==> src/rtl/muldiv_pkg.sv <==
// Shared encodings for the sequential HI/LO multiply/divide unit.
package muldiv_pkg;

    localparam logic [1:0] OP_MULTU = 2'b00;
    localparam logic [1:0] OP_MULT  = 2'b01;
    localparam logic [1:0] OP_DIVU  = 2'b10;
    localparam logic [1:0] OP_DIV   = 2'b11;

    localparam int ITER_COUNT = 32;
    localparam int LATENCY    = 37;

    typedef enum logic [2:0] {
        ST_IDLE,
        ST_NEG_A,
        ST_NEG_B,
        ST_ITER,
        ST_FIX_LO,
        ST_FIX_HI
    } state_e;

endpackage

==> src/rtl/AddSubX32.sv <==
// 32-bit adder/subtractor shared by every arithmetic step of the HI/LO unit.
module AddSubX32 (
    input  logic [31:0] A,
    input  logic [31:0] B,
    input  logic        Sub,
    output logic [31:0] S
);

    assign S = Sub ? (A - B) : (A + B);

endmodule

==> src/rtl/muldiv_seq.sv <==
// Multi-cycle MULT/MULTU/DIV/DIVU unit owning the HI/LO registers; every
// add/subtract goes through the single AddSubX32 instance.
module muldiv_seq
    import muldiv_pkg::*;
(
    input  logic        Clk,
    input  logic        Rst,
    input  logic        Start,
    input  logic [1:0]  Op,
    input  logic [31:0] A,
    input  logic [31:0] B,
    input  logic        WriteHi,
    input  logic        WriteLo,
    input  logic [31:0] WData,
    output logic        Busy,
    output logic        Done,
    output logic [31:0] Hi,
    output logic [31:0] Lo,
    output logic        DivZero
);

    state_e      state_q;
    logic [1:0]  op_q;
    logic [31:0] a_q, b_q, mag_a_q, mag_b_q, phi_q, plo_q;
    logic [4:0]  cnt_q;
    logic        neg_lo_q, neg_hi_q, dz_q, cin_q;

    logic [31:0] add_a, add_b, add_s, r_sh;
    logic        add_sub, carry, borrow;
    logic        sa_d, sb_d, dz_d, neg_lo_d, neg_hi_d;

    AddSubX32 u_addsub (
        .A   (add_a),
        .B   (add_b),
        .Sub (add_sub),
        .S   (add_s)
    );

    assign carry  = add_s < add_a;
    assign borrow = add_a < add_b;
    assign r_sh   = {phi_q[30:0], plo_q[31]};

    // Sign bookkeeping decided once at acceptance; divide-by-zero suppresses fix-up.
    always_comb begin
        sa_d     = Op[0] & A[31];
        sb_d     = Op[0] & B[31];
        dz_d     = Op[1] & (B == 32'd0);
        neg_lo_d = (sa_d ^ sb_d) & ~dz_d;
        neg_hi_d = Op[1] ? sa_d : (sa_d ^ sb_d);
    end

    always_comb begin
        add_a   = 32'd0;
        add_b   = 32'd0;
        add_sub = 1'b0;
        case (state_q)
            ST_NEG_A: begin
                if (op_q[0] && a_q[31]) begin
                    add_b   = a_q;
                    add_sub = 1'b1;
                end else begin
                    add_a = a_q;
                end
            end
            ST_NEG_B: begin
                if (op_q[0] && b_q[31]) begin
                    add_b   = b_q;
                    add_sub = 1'b1;
                end else begin
                    add_a = b_q;
                end
            end
            ST_ITER: begin
                if (op_q[1]) begin
                    add_a   = r_sh;
                    add_b   = mag_b_q;
                    add_sub = 1'b1;
                end else begin
                    add_a = phi_q;
                    add_b = mag_a_q;
                end
            end
            ST_FIX_LO: begin
                if (neg_lo_q) begin
                    add_b   = plo_q;
                    add_sub = 1'b1;
                end else begin
                    add_a = plo_q;
                end
            end
            ST_FIX_HI: begin
                // A zero divisor reports the captured dividend unchanged in HI.
                if (dz_q) begin
                    add_a = a_q;
                end else if (neg_hi_q) begin
                    add_a = ~phi_q;
                    add_b = {31'd0, cin_q};
                end else begin
                    add_a = phi_q;
                end
            end
            default: ;
        endcase
    end

    always_ff @(posedge Clk or posedge Rst) begin
        if (Rst) begin
            state_q  <= ST_IDLE;
            op_q     <= 2'd0;
            a_q      <= 32'd0;
            b_q      <= 32'd0;
            mag_a_q  <= 32'd0;
            mag_b_q  <= 32'd0;
            phi_q    <= 32'd0;
            plo_q    <= 32'd0;
            cnt_q    <= 5'd0;
            neg_lo_q <= 1'b0;
            neg_hi_q <= 1'b0;
            dz_q     <= 1'b0;
            cin_q    <= 1'b0;
            Busy     <= 1'b0;
            Done     <= 1'b0;
            Hi       <= 32'd0;
            Lo       <= 32'd0;
            DivZero  <= 1'b0;
        end else begin
            Done <= 1'b0;
            case (state_q)
                ST_IDLE: begin
                    if (Start) begin
                        op_q     <= Op;
                        a_q      <= A;
                        b_q      <= B;
                        dz_q     <= dz_d;
                        neg_lo_q <= neg_lo_d;
                        neg_hi_q <= neg_hi_d;
                        Busy     <= 1'b1;
                        state_q  <= ST_NEG_A;
                    end else begin
                        if (WriteHi) Hi <= WData;
                        if (WriteLo) Lo <= WData;
                    end
                end
                ST_NEG_A: begin
                    mag_a_q <= add_s;
                    state_q <= ST_NEG_B;
                end
                ST_NEG_B: begin
                    mag_b_q <= add_s;
                    phi_q   <= 32'd0;
                    plo_q   <= op_q[1] ? mag_a_q : add_s;
                    cnt_q   <= 5'd0;
                    state_q <= ST_ITER;
                end
                ST_ITER: begin
                    if (op_q[1]) begin
                        // Restoring step: an overflowing partial remainder always subtracts.
                        if (phi_q[31] || !borrow) begin
                            phi_q <= add_s;
                            plo_q <= {plo_q[30:0], 1'b1};
                        end else begin
                            phi_q <= r_sh;
                            plo_q <= {plo_q[30:0], 1'b0};
                        end
                    end else if (plo_q[0]) begin
                        phi_q <= {carry, add_s[31:1]};
                        plo_q <= {add_s[0], plo_q[31:1]};
                    end else begin
                        phi_q <= {1'b0, phi_q[31:1]};
                        plo_q <= {phi_q[0], plo_q[31:1]};
                    end
                    cnt_q <= cnt_q + 5'd1;
                    if (cnt_q == 5'(ITER_COUNT - 1)) state_q <= ST_FIX_LO;
                end
                ST_FIX_LO: begin
                    plo_q   <= add_s;
                    cin_q   <= op_q[1] | (plo_q == 32'd0);
                    state_q <= ST_FIX_HI;
                end
                ST_FIX_HI: begin
                    Hi      <= add_s;
                    Lo      <= plo_q;
                    DivZero <= dz_q;
                    Done    <= 1'b1;
                    Busy    <= 1'b0;
                    state_q <= ST_IDLE;
                end
                default: state_q <= ST_IDLE;
            endcase
        end
    end

endmodule

==> config.mk <==
export PLATFORM = sky130hd
export DESIGN_NAME = muldiv_seq
export DESIGN_NICKNAME = d
export VERILOG_FILES = /design/src/rtl/muldiv_pkg.sv /design/src/rtl/AddSubX32.sv /design/src/rtl/muldiv_seq.sv
export SDC_FILE = /design/constraint.sdc
export NUM_CORES = 1
export LEC_CHECK = 0
export BUFFER_PORTS_ARGS = -buffer_cell sky130_fd_sc_hd__buf_2
export CORE_UTILIZATION = 45
export DETAILED_ROUTE_END_ITERATION = 10
export HOLD_SLACK_MARGIN = 0.08
export PLACE_DENSITY = 0.6
export RECOVER_POWER = 50
export SYNTH_ARGS = -nofsm -noshare
export SYNTH_HDL_FRONTEND = slang
export SYNTH_SLANG_ARGS = --single-unit
==> constraint.sdc <==
create_clock -name Clk -period 15.9 [get_ports Clk]
set_input_delay 1.59 -clock Clk [delete_from_list [all_inputs] [get_ports Clk]]
set_output_delay 1.59 -clock Clk [all_outputs]
set_load 0.01 [all_outputs]
; ---- After elaboration in Yosys (flattened, before gate mapping)
; Index checks and enable logic that the tools add are counted.
[totals]
elab_cells = 100
reg_bits = 273
in_bits = 103
output_inout_bits = 67
[op_classes]
muxes = 43
n_eq_ne = 11
n_reduce_logical = 15
bitwise_logic = 8
n_lt_le_gt_ge = 2
addsub = 3
[op_table]
columns = operator, count
row1 = 32-bit two-way mux, 21
row2 = 32-bit case mux with 5 select lines, 2
row3 = 32-bit case mux with 2 select lines, 3
row4 = 32-bit case mux with 3 select lines, 1
row5 = 32-bit zero test, 2
row6 = 32-bit less-than comparator, 2
row7 = 32-bit adder, 1
row8 = 32-bit inverter, 1
row9 = 32-bit subtractor, 1
row10 = 3-bit case mux with 5 select lines, 1
row11 = 1-bit two-way mux, 10
row12 = "2-bit != test, second input constant", 5
row13 = 5-bit case mux with 2 select lines, 1
row14 = "3-bit by 2-bit == test with 1-bit output, second input constant", 2
row15 = "3-bit == test, second input constant", 2
row16 = 3-bit two-way mux, 2
row17 = 2-bit AND reduction, 3
row18 = 3-bit AND reduction, 2
row19 = "5-bit by 1-bit adder with 5-bit output, second input constant", 1
row20 = "5-bit == test, second input constant", 1
row21 = 1-bit bitwise AND, 4
row22 = 1-bit case mux with 4 select lines, 1
row23 = 2-bit nonzero test, 2
row24 = "3-bit by 1-bit == test with 1-bit output, second input constant", 1
row25 = 9 further kinds, 10

; ---- Logic depth before layout (Yosys ltp)
; Gate-level depths: netlist of the first run.
[logic_depth]
word_depth = 10
ltp_mapped = 33
depth_no_buf = 29

; ---- By module
; A second synthesis of the first run with hierarchy kept.
[hier_totals]
cells_unflattened = 2217
hier_area_um2 = 19591.3
[by_module_without_submodules]
columns = module, n_inst, cells_each, area_each_um2, seq_area_each_um2
row1 = muldiv_seq, 1, 1867, 17241.5, 6831.6
row2 = AddSubX32, 1, 350, 2349.8, 0.0

; ---- Least setup slack after synthesis of the first run
; Ideal clock, no wire load.
[synth_timing]
kind = reg2reg
start = register state_q[2]
end = register phi_q[31]
required_ns = 15.806
path_stages_with_launch = 31
period_less_slack_ns = 6.385
setup_ns = 0.094
arrival_ns = 6.291
n_path_buf = 4
path_slack_ns = 9.515
path_cell_list = dfrtp_1 -> buf_4 -> or3b_2 -> clkbuf_1 -> a21oi_1 -> clkbuf_1 -> clkbuf_1 -> nand2_1 -> and4_1 -> inv_1 -> ha_1 -> inv_1 -> fa_1 -> or4_1 -> nor4_1 -> mux2i_1 -> a211oi_1 -> nand4_1 -> a22oi_1 -> xnor2_2 -> inv_1 -> ha_1 -> a21o_1 -> a21o_1 -> a21o_1 -> a21oi_1 -> o21ai_0 -> or4_1 -> a2bb2oi_1 -> a21oi_1 -> a211oi_1
[synth_via]
elab_chain_cells = 8
word_cells_on_any_way = 20
classes_between = add/sub: 2 / order compare: 2 / eq/ne: 5 / mux: 8 / reduce/logical: 3
[synth_lines]
columns = item, line_no
row1 = "start, declared", muldiv_seq.sv:22  ; state_e state_q;
row2 = "start signal, assigned", muldiv_seq.sv:108  ; state_q <= ST_IDLE;
row3 = "start signal, assigned", muldiv_seq.sv:138  ; state_q <= ST_NEG_A;
row4 = "start signal, assigned", muldiv_seq.sv:146  ; state_q <= ST_NEG_B;
row5 = 3-bit == test (tied with other cells), muldiv_seq.sv:56  ; case (state_q)
row6 = 32-bit case mux with 5 select lines, muldiv_seq.sv:56
row7 = 32-bit adder / 32-bit subtractor (equally long branches), AddSubX32.sv:9  ; assign S = Sub ? (A - B) : (A + B);
row8 = 32-bit two-way mux (*), AddSubX32.sv:9
row9 = via add_s[26], muldiv_seq.sv:28  ; logic [31:0] add_a, add_b, add_s, r_sh;
row10 = 32-bit less-than comparator (*), muldiv_seq.sv:39  ; assign carry = add_s < add_a;
row11 = 32-bit two-way mux (*), muldiv_seq.sv:165  ; end else if (plo_q[0]) begin
row12 = 32-bit two-way mux (*), muldiv_seq.sv:156  ; if (op_q[1]) begin
row13 = 32-bit case mux with 2 select lines (*), muldiv_seq.sv:128  ; case (state_q)
row14 = "end signal, assigned", muldiv_seq.sv:159  ; phi_q <= add_s;
row15 = "end signal, assigned", muldiv_seq.sv:166  ; phi_q <= {carry, add_s[31:1]};
row16 = "end signal, assigned", muldiv_seq.sv:169  ; phi_q <= {1'b0, phi_q[31:1]};
row17 = "end, declared", muldiv_seq.sv:24  ; logic [31:0] a_q, b_q, mag_a_q, mag_b_q, phi_q, plo_q;
; The timed path passes the listed nets; every way through them passes the cells marked *.
; A chain may end at the register's enable or synchronous reset.

; ---- Worst setup path after layout of the first run
[layout_timing]
start = register state_q[0]
end = register phi_q[31]
; The elaborated chain is that of the path after synthesis.

==> impl_metrics.json, run 1 <==
{
  "syn_to_final_growth_pct": 10.6,
  "vias": 19600,
  "vias_per_cell": 6.30,
  "violations": "design-rule violations, max-capacitance violations, max-slew violations",
  "wirelength_um": 76900,
  "drt_iter0_drc": 2126,
  "post_cts.repair.setup_buffers": 0,
  "dr.max_layer_used": "met4",
  "crit_arrival_ns": 10.17,
  "grt_pass1_wl_um": 117000,
  "cts.path.max_buffers": 3,
  "die_x_um": 212,
  "fmax_mhz": 103,
  "cp-end-kind": "flip-flop",
  "cp-start-kind": "flip-flop",
  "antenna_found_initial": 0,
  "hold_path.class": "reg -> reg",
  "die_y_um": 212,
  "worstHoldStart": "mag_b_q[16]",
  "diodes": 0,
  "drive_gt1_frac": 0.129,
  "clk_pin_slew_ns": 0.06,
  "setup_viol": 0,
  "fin_nets": 2696,
  "routedWlPerCell_um": 24.8,
  "status": "finished, violations left",
  "yosysUniqueCellTypes": 83,
  "rows": 76,
  "overflow": 0,
  "ios": 170,
  "hpwl_um": 56200,
  "post-place-ws_ns": 7.71,
  "routed-wl-met2_um": 35300,
  "die-area_um2": 45100,
  "numCtsBuffers": 29,
  "ys_seq_elements": 273,
  "slew_headroom": -2.51,
  "grt_pass1_vias": 18800,
  "startpoint": "state_q[0]",
  "async_reset_ff_frac": 1.00,
  "fin_skew_ns": 0.0347,
  "io_buffer_count": 169,
  "seq_area_frac_synth": 0.343,
  "synthCells": 2431,
  "crit_type": "reg -> reg",
  "cts.sinks": 273,
  "ant_nets": 0,
  "ctsResizeCount": 0,
  "drc": 1,
  "timing.final.crit_period_ns": 9.70,
  "grt_start_max_net_pins": 161,
  "drv_cap": 6,
  "fin_crit_sh": 0.610,
  "wl_met1_um": 32200,
  "fin_ws_ns": 6.20,
  "drv_slew": 393,
  "fin_setup_tns_ns": 0,
  "cts_hold_buf": 0,
  "post-route-util": 0.507,
  "htree_levels": 1,
  "synth-edff-count": 0,
  "worst-path-max-fanout": 49,
  "rsz0062_at_grt": "false",
  "gp_congestion": 0.965,
  "cp_data_required_time_ns": 16.38,
  "finalHoldViolCount": 0,
  "firstDrtPassIters": 11,
  "floorplan.initialDensity": 0.459,
  "tightest_slew_ns": 5.24,
  "dr_wl_met3_um": 4760,
  "r2r-start": "state_q[0]",
  "cts_tree": "built",
  "synth_warnings": 0,
  "cts-root-buf": "clkbuf_16",
  "grt_usage": 0.342,
  "syn_area_um2": 19900,
  "synth.avg_cell_area_um2": 8.18,
  "core_um2": 43400,
  "clk-insertion-delay-late_ns": 0.60,
  "mappedNetlistNets": 2631,
  "ys.flop_type": "dfrtp_1"
}
stage by stage:
step                      cells  instance area, um2  hold WS (ns)
after floorplan            2431               19900         0.440
after global placement     3050               21100         0.453
after detailed placement   3050               21100         0.460
after CTS                  3103               22100         0.476
after global routing       3103               22000         0.498
final                      3103               22000         0.477
sequential cells by signal, indices dropped and copies added (netlist names), 5 cells and up:
signal,count
b_q,32
a_q,32
plo_q,32
Hi,32
phi_q,32
cnt_q,5
mag_a_q,32
mag_b_q,32
Lo,32
cell families after synthesis:
group	synth area share
AO/OA/AOI/OAI	0.230
buffers and inverters	0.0570
adder cells (fa/ha/maj)	0.0618
XOR/XNOR	0.0213
multiplexers	0.0914
flip-flops	0.343
AND/OR/NAND/NOR	0.195
layout make-up:
class	instances	area [um2]
repair buffers	205	1030
clock inverters	8	97.6
flip-flops and latches	273	6840
well taps	585	732
multi-input cells	1868	12000
clock buffers	45	876
inverters	119	448
fillers	4274	21400
per-layer routing:
layer  vias up  track usage
li1       8839            -
met1      9563        0.455
met2       922        0.553
met3       227       0.0352
met4         0        0.177
met5         -            0
cell usage after synthesis (16+ instances only):
library cell / instances / area, um2
nor3_1: 22 / 110
a211oi_1: 20 / 150
mux2_2: 102 / 1150
nor4_1: 27 / 169
and3_1: 16 / 100
a31oi_1: 27 / 169
inv_1: 116 / 435
a21o_1: 31 / 233
ha_1: 95 / 1190
nand2_1: 488 / 1830
and4_1: 37 / 324
dfrtp_1: 273 / 6830
a22oi_1: 18 / 135
clkbuf_1: 139 / 522
nor2b_1: 22 / 138
o21ai_0: 189 / 946
xnor2_1: 32 / 280
nand3_1: 20 / 100
a222oi_1: 23 / 230
nand4_1: 16 / 100
nor2_1: 150 / 563
a22o_1: 51 / 447
mux2i_1: 67 / 671
a21oi_1: 188 / 941
cells in the final DEF (no fill, tap or decap), types with 23 or more instances in the layout:
cell and instances:
nand2_1 487, dfrtp_1 272, o21ai_0 189, a21oi_1 186
nor2_1 146, inv_1 116, buf_2 103, mux2_2 102
ha_1 95, clkbuf_1 78, mux2i_1 67, a22o_1 51
and4_1 37, xnor2_1 32, a21o_1 31, buf_4 30
clkbuf_16 29, nor4_1 27, a31oi_1 27, a222oi_1 23
critical path, stage by stage (launching register included):
cell and delay [ns]:
dfrtp_1 0.85, and3b_1 0.94, clkbuf_1 1.87, nand2_1 1.10, o21ai_0 0.39, a21oi_1 0.07, o2111a_1 0.21, inv_1 0.09
ha_1 0.37, nor2_1 0.32, nand2_1 0.21, nor3_1 0.25, nand3_1 0.19, a31oi_1 0.26, xor2_1 0.69, inv_1 0.11
ha_1 0.34, a21o_1 0.16, a21oi_1 0.14, o21ai_0 0.10, or4_1 0.40, a2bb2oi_1 0.16, a21oi_1 0.06, a211oi_1 0.29
final timing paths:
kind	slack, ns	endpoint	cells after the start
max	6.20	phi_q[31]	23
min	0.48	mag_b_q[16]	2
max reg2reg	6.20	phi_q[31]	23
min reg2reg	0.48	mag_b_q[16]	2
max in group asynchronous	10.94	phi_q[25]	2
min in group asynchronous	2.62	Hi[7]	2
Power of run 1 is left out: the tool's default activity adds up to more than one toggle a clock period on the data nets, which glitch-free logic cannot reach.
==> inputs of run 2 (changes only) <==
Settings changed: ABC_AREA set to 1.
Clock period 15.9 ns to 9.2 ns, I/O delays scaled along.
==> run 2 against run 1 <==
Effect of this change: the flow finishes with violations (max-capacitance violations, max-slew violations); critical path type unchanged; sequential share of layout area down 1.5 points; synthesized cell count rose by 28%; routed wire length is 26% higher; hold slack better by 0.0058 ns; count of clock-buffer cells in the layout rose by 2; design area rose by 5.0%; highest routed layer is now met5.
==> impl_metrics.json, run 2 <==
{
  "status": "finished, violations left",
  "violations": "max-capacitance violations, max-slew violations",
  "use_met2": 0.616,
  "fin_setup_tns_ns": 0,
  "antenna_found_initial": 2,
  "final_cells": 3818,
  "grt_pass1_vias": 21900,
  "cpMostUsedCell": "inv_1",
  "floorplan.initialDensity": 0.456,
  "yosysTopAreaCell": "dfrtp_1",
  "drc": 0,
  "path_delay_family": "buffers and inverters",
  "worstHoldStart": "Lo[17]",
  "syn_to_final_growth_pct": 12.0,
  "worst-path-max-fanout": 75,
  "synth_area_leaders": "dfrtp_1 (33%), nand2_1 (14%), o21ai_0 (7.4%), a21oi_1 (7.2%), inv_1 (6.9%)",
  "slowest_stage": "clkbuf_1",
  "numCtsBuffers": 35,
  "cp_cell_sequence": "nand3_4 -> clkbuf_1 -> a21oi_1 -> o21ai_0 -> inv_1 -> nor4_1 -> buf_4 -> inv_1 -> ha_1 -> inv_1 -> nor3_1 -> and2_1 -> a221oi_1 -> nand3_2 -> nand2_2 -> inv_2 -> nand3_1 -> nand2_1 -> inv_1 -> nand2_1 -> nand2_1",
  "rows": 78,
  "drv_slew": 448,
  "routedWlPerCell_um": 25.3,
  "cts.path.max_buffers": 3,
  "overflow": 0,
  "crit_arrival_ns": 8.18,
  "yosysUniqueCellTypes": 58,
  "use_met1": 0.558,
  "cp-start-kind": "flip-flop",
  "synthTopCellsByCount": "nand2_1 (751), inv_1 (381), o21ai_0 (303), a21oi_1 (295), dfrtp_1 (273)",
  "drv_cap": 7,
  "die-area_um2": 46700,
  "dp_cells": 3757,
  "regToRegSetupSlack_ns": 1.51,
  "critPathBufInv": 7,
  "fin_crit_sh": 0.836,
  "cp_slowest_stage_delay_ns": 2.15,
  "io_buffer_count": 169,
  "ys_seq_elements": 273,
  "mappedNetlistNets": 3304,
  "tightest_slew_ns": 4.02,
  "worstHoldPathCells": 2,
  "synth_warnings": 0,
  "vias_per_cell": 6.13,
  "synth-edff-count": 0,
  "cts_hold_buf": 0,
  "async_reset_ff_frac": 1.00,
  "ys.flop_type": "dfrtp_1",
  "syn_area_um2": 20600,
  "die_x_um": 216,
  "cts_tree": "built",
  "final_common_cell": "nand2_1",
  "crit_cells": 21,
  "cts.sinks": 273,
  "fin_area_um2": 23100,
  "post_cts.repair.setup_buffers": 0,
  "core_um2": 45300,
  "grt_pass1_wl_um": 142000,
  "ios": 170,
  "die_y_um": 216,
  "timing.final.crit_period_ns": 7.69,
  "setup_viol": 0,
  "seq_area_frac_synth": 0.331,
  "r2r-start": "state_q[2]",
  "gp_congestion": 1.07,
  "fmax_mhz": 130,
  "synth.avg_cell_area_um2": 6.65,
  "placed_area_um2": 22000,
  "cp_data_required_time_ns": 9.69,
  "hpwl_um": 73400,
  "drive_gt1_frac": 0.0845,
  "busiest_layer": "met2",
  "firstDrtPassIters": 8,
  "fin_skew_ns": 0.0372,
  "yosysMostFrequentCell": "nand2_1",
  "final_cell_mix": "nand2_1 (750), inv_1 (381), o21ai_0 (303)",
  "cp-end-kind": "flip-flop",
  "drt_iter0_drc": 3163,
  "fin_nets": 3394,
  "grt_usage": 0.409,
  "clk_pin_slew_ns": 0.06,
  "ant_nets": 0,
  "fillers": 4694,
  "vias": 23400,
  "crit_type": "reg -> reg",
  "r2r-end": "phi_q[28]",
  "slew_headroom": -1.68,
  "ctsResizeCount": 0,
  "cts-root-buf": "clkbuf_16",
  "min_to": "Lo[17]",
  "finalHoldViolCount": 0,
  "synth_top_area_share": 0.331,
  "hold_path.class": "reg -> reg",
  "htree_levels": 2,
  "rr_worst_depth": 21,
  "synthCells": 3104,
  "wirelength_um": 96600,
  "clk-insertion-delay-late_ns": 0.58,
  "rsz0062_at_grt": "false",
  "diodes": 0,
  "met3_usage": 0.108,
  "grt_start_max_net_pins": 83
}
run 2: cell count changes in the layout (fill, tap and decap cells not counted), moves of 44 or more:
cell / previous run / this run
mux2_2: 102 / 0
o21ai_0: 189 / 303
inv_1: 116 / 381
nand3_1: 19 / 126
mux2i_1: 67 / 1
o211ai_1: 14 / 58
a21oi_1: 186 / 295
nor2_1: 146 / 258
a22o_1: 51 / 2
nand2_1: 487 / 750
run 2: cell type report:
class                           instances  area, um2  share of cell area
Tap cell                              600        751              0.0325
Clock buffer                           47        981              0.0424
Inverter                              420       1580              0.0684
Sequential cell                       273       6840               0.296
Timing Repair Buffer                  219       1120              0.0484
Clock inverter                         14        263              0.0114
Multi-Input combinational cell       2245      11600               0.501
run 2: how the worst max path moves through the flow:
| stage | startpoint | endpoint | slack, ns |
|---|---|---|---|
| 5_1_grt | Rst | op_q[1] | 1.26 |
| 3_5_place_dp | state_q[2] | phi_q[31] | 2.23 |
| 2_1_floorplan | Rst | Busy | 0.76 |
| 6_report | state_q[2] | phi_q[28] | 1.51 |
| 3_3_place_gp | state_q[2] | phi_q[31] | 2.28 |
| 4_1_cts | state_q[2] | phi_q[31] | 2.18 |
run 2: per-layer routing:
layer / vias up / share of wire / routed length, um
li1: 10500 / - / -
met2: 1454 / 0.43 / 41100
met3: 242 / 0.11 / 11000
met1: 11200 / 0.42 / 40300
met4: 2 / 0.043 / 4190
met5: - / 0.00014 / 14
run 2: cells by family after synthesis:
| group | count (synthesis) | synth area share |
|---|---|---|
| AO/OA/AOI/OAI | 872 | 0.243 |
| XOR/XNOR | 16 | 0.00716 |
| adder cells (fa/ha/maj) | 97 | 0.0596 |
| buffers and inverters | 586 | 0.109 |
| flip-flops | 273 | 0.331 |
| multiplexers | 1 | 0.000485 |
| AND/OR/NAND/NOR | 1259 | 0.250 |
run 2: metrics by stage:
step | utilization | hold slack (ns) | setup slack, ns
after floorplan | - | 0.449 | 0.756
after global placement | 0.485 | 0.458 | 2.28
after detailed placement | 0.485 | 0.462 | 2.23
after CTS | 0.513 | 0.468 | 2.18
after global routing | 0.510 | 0.503 | 1.26
final | 0.510 | 0.482 | 1.51
run 2: tightest hold or removal path, cell delays in order (launching register included):
cell and delay, ns:
dfrtp_1 0.34, nand2_1 0.06, nand2_1 0.05
Power of run 2 is left out for the same reason.
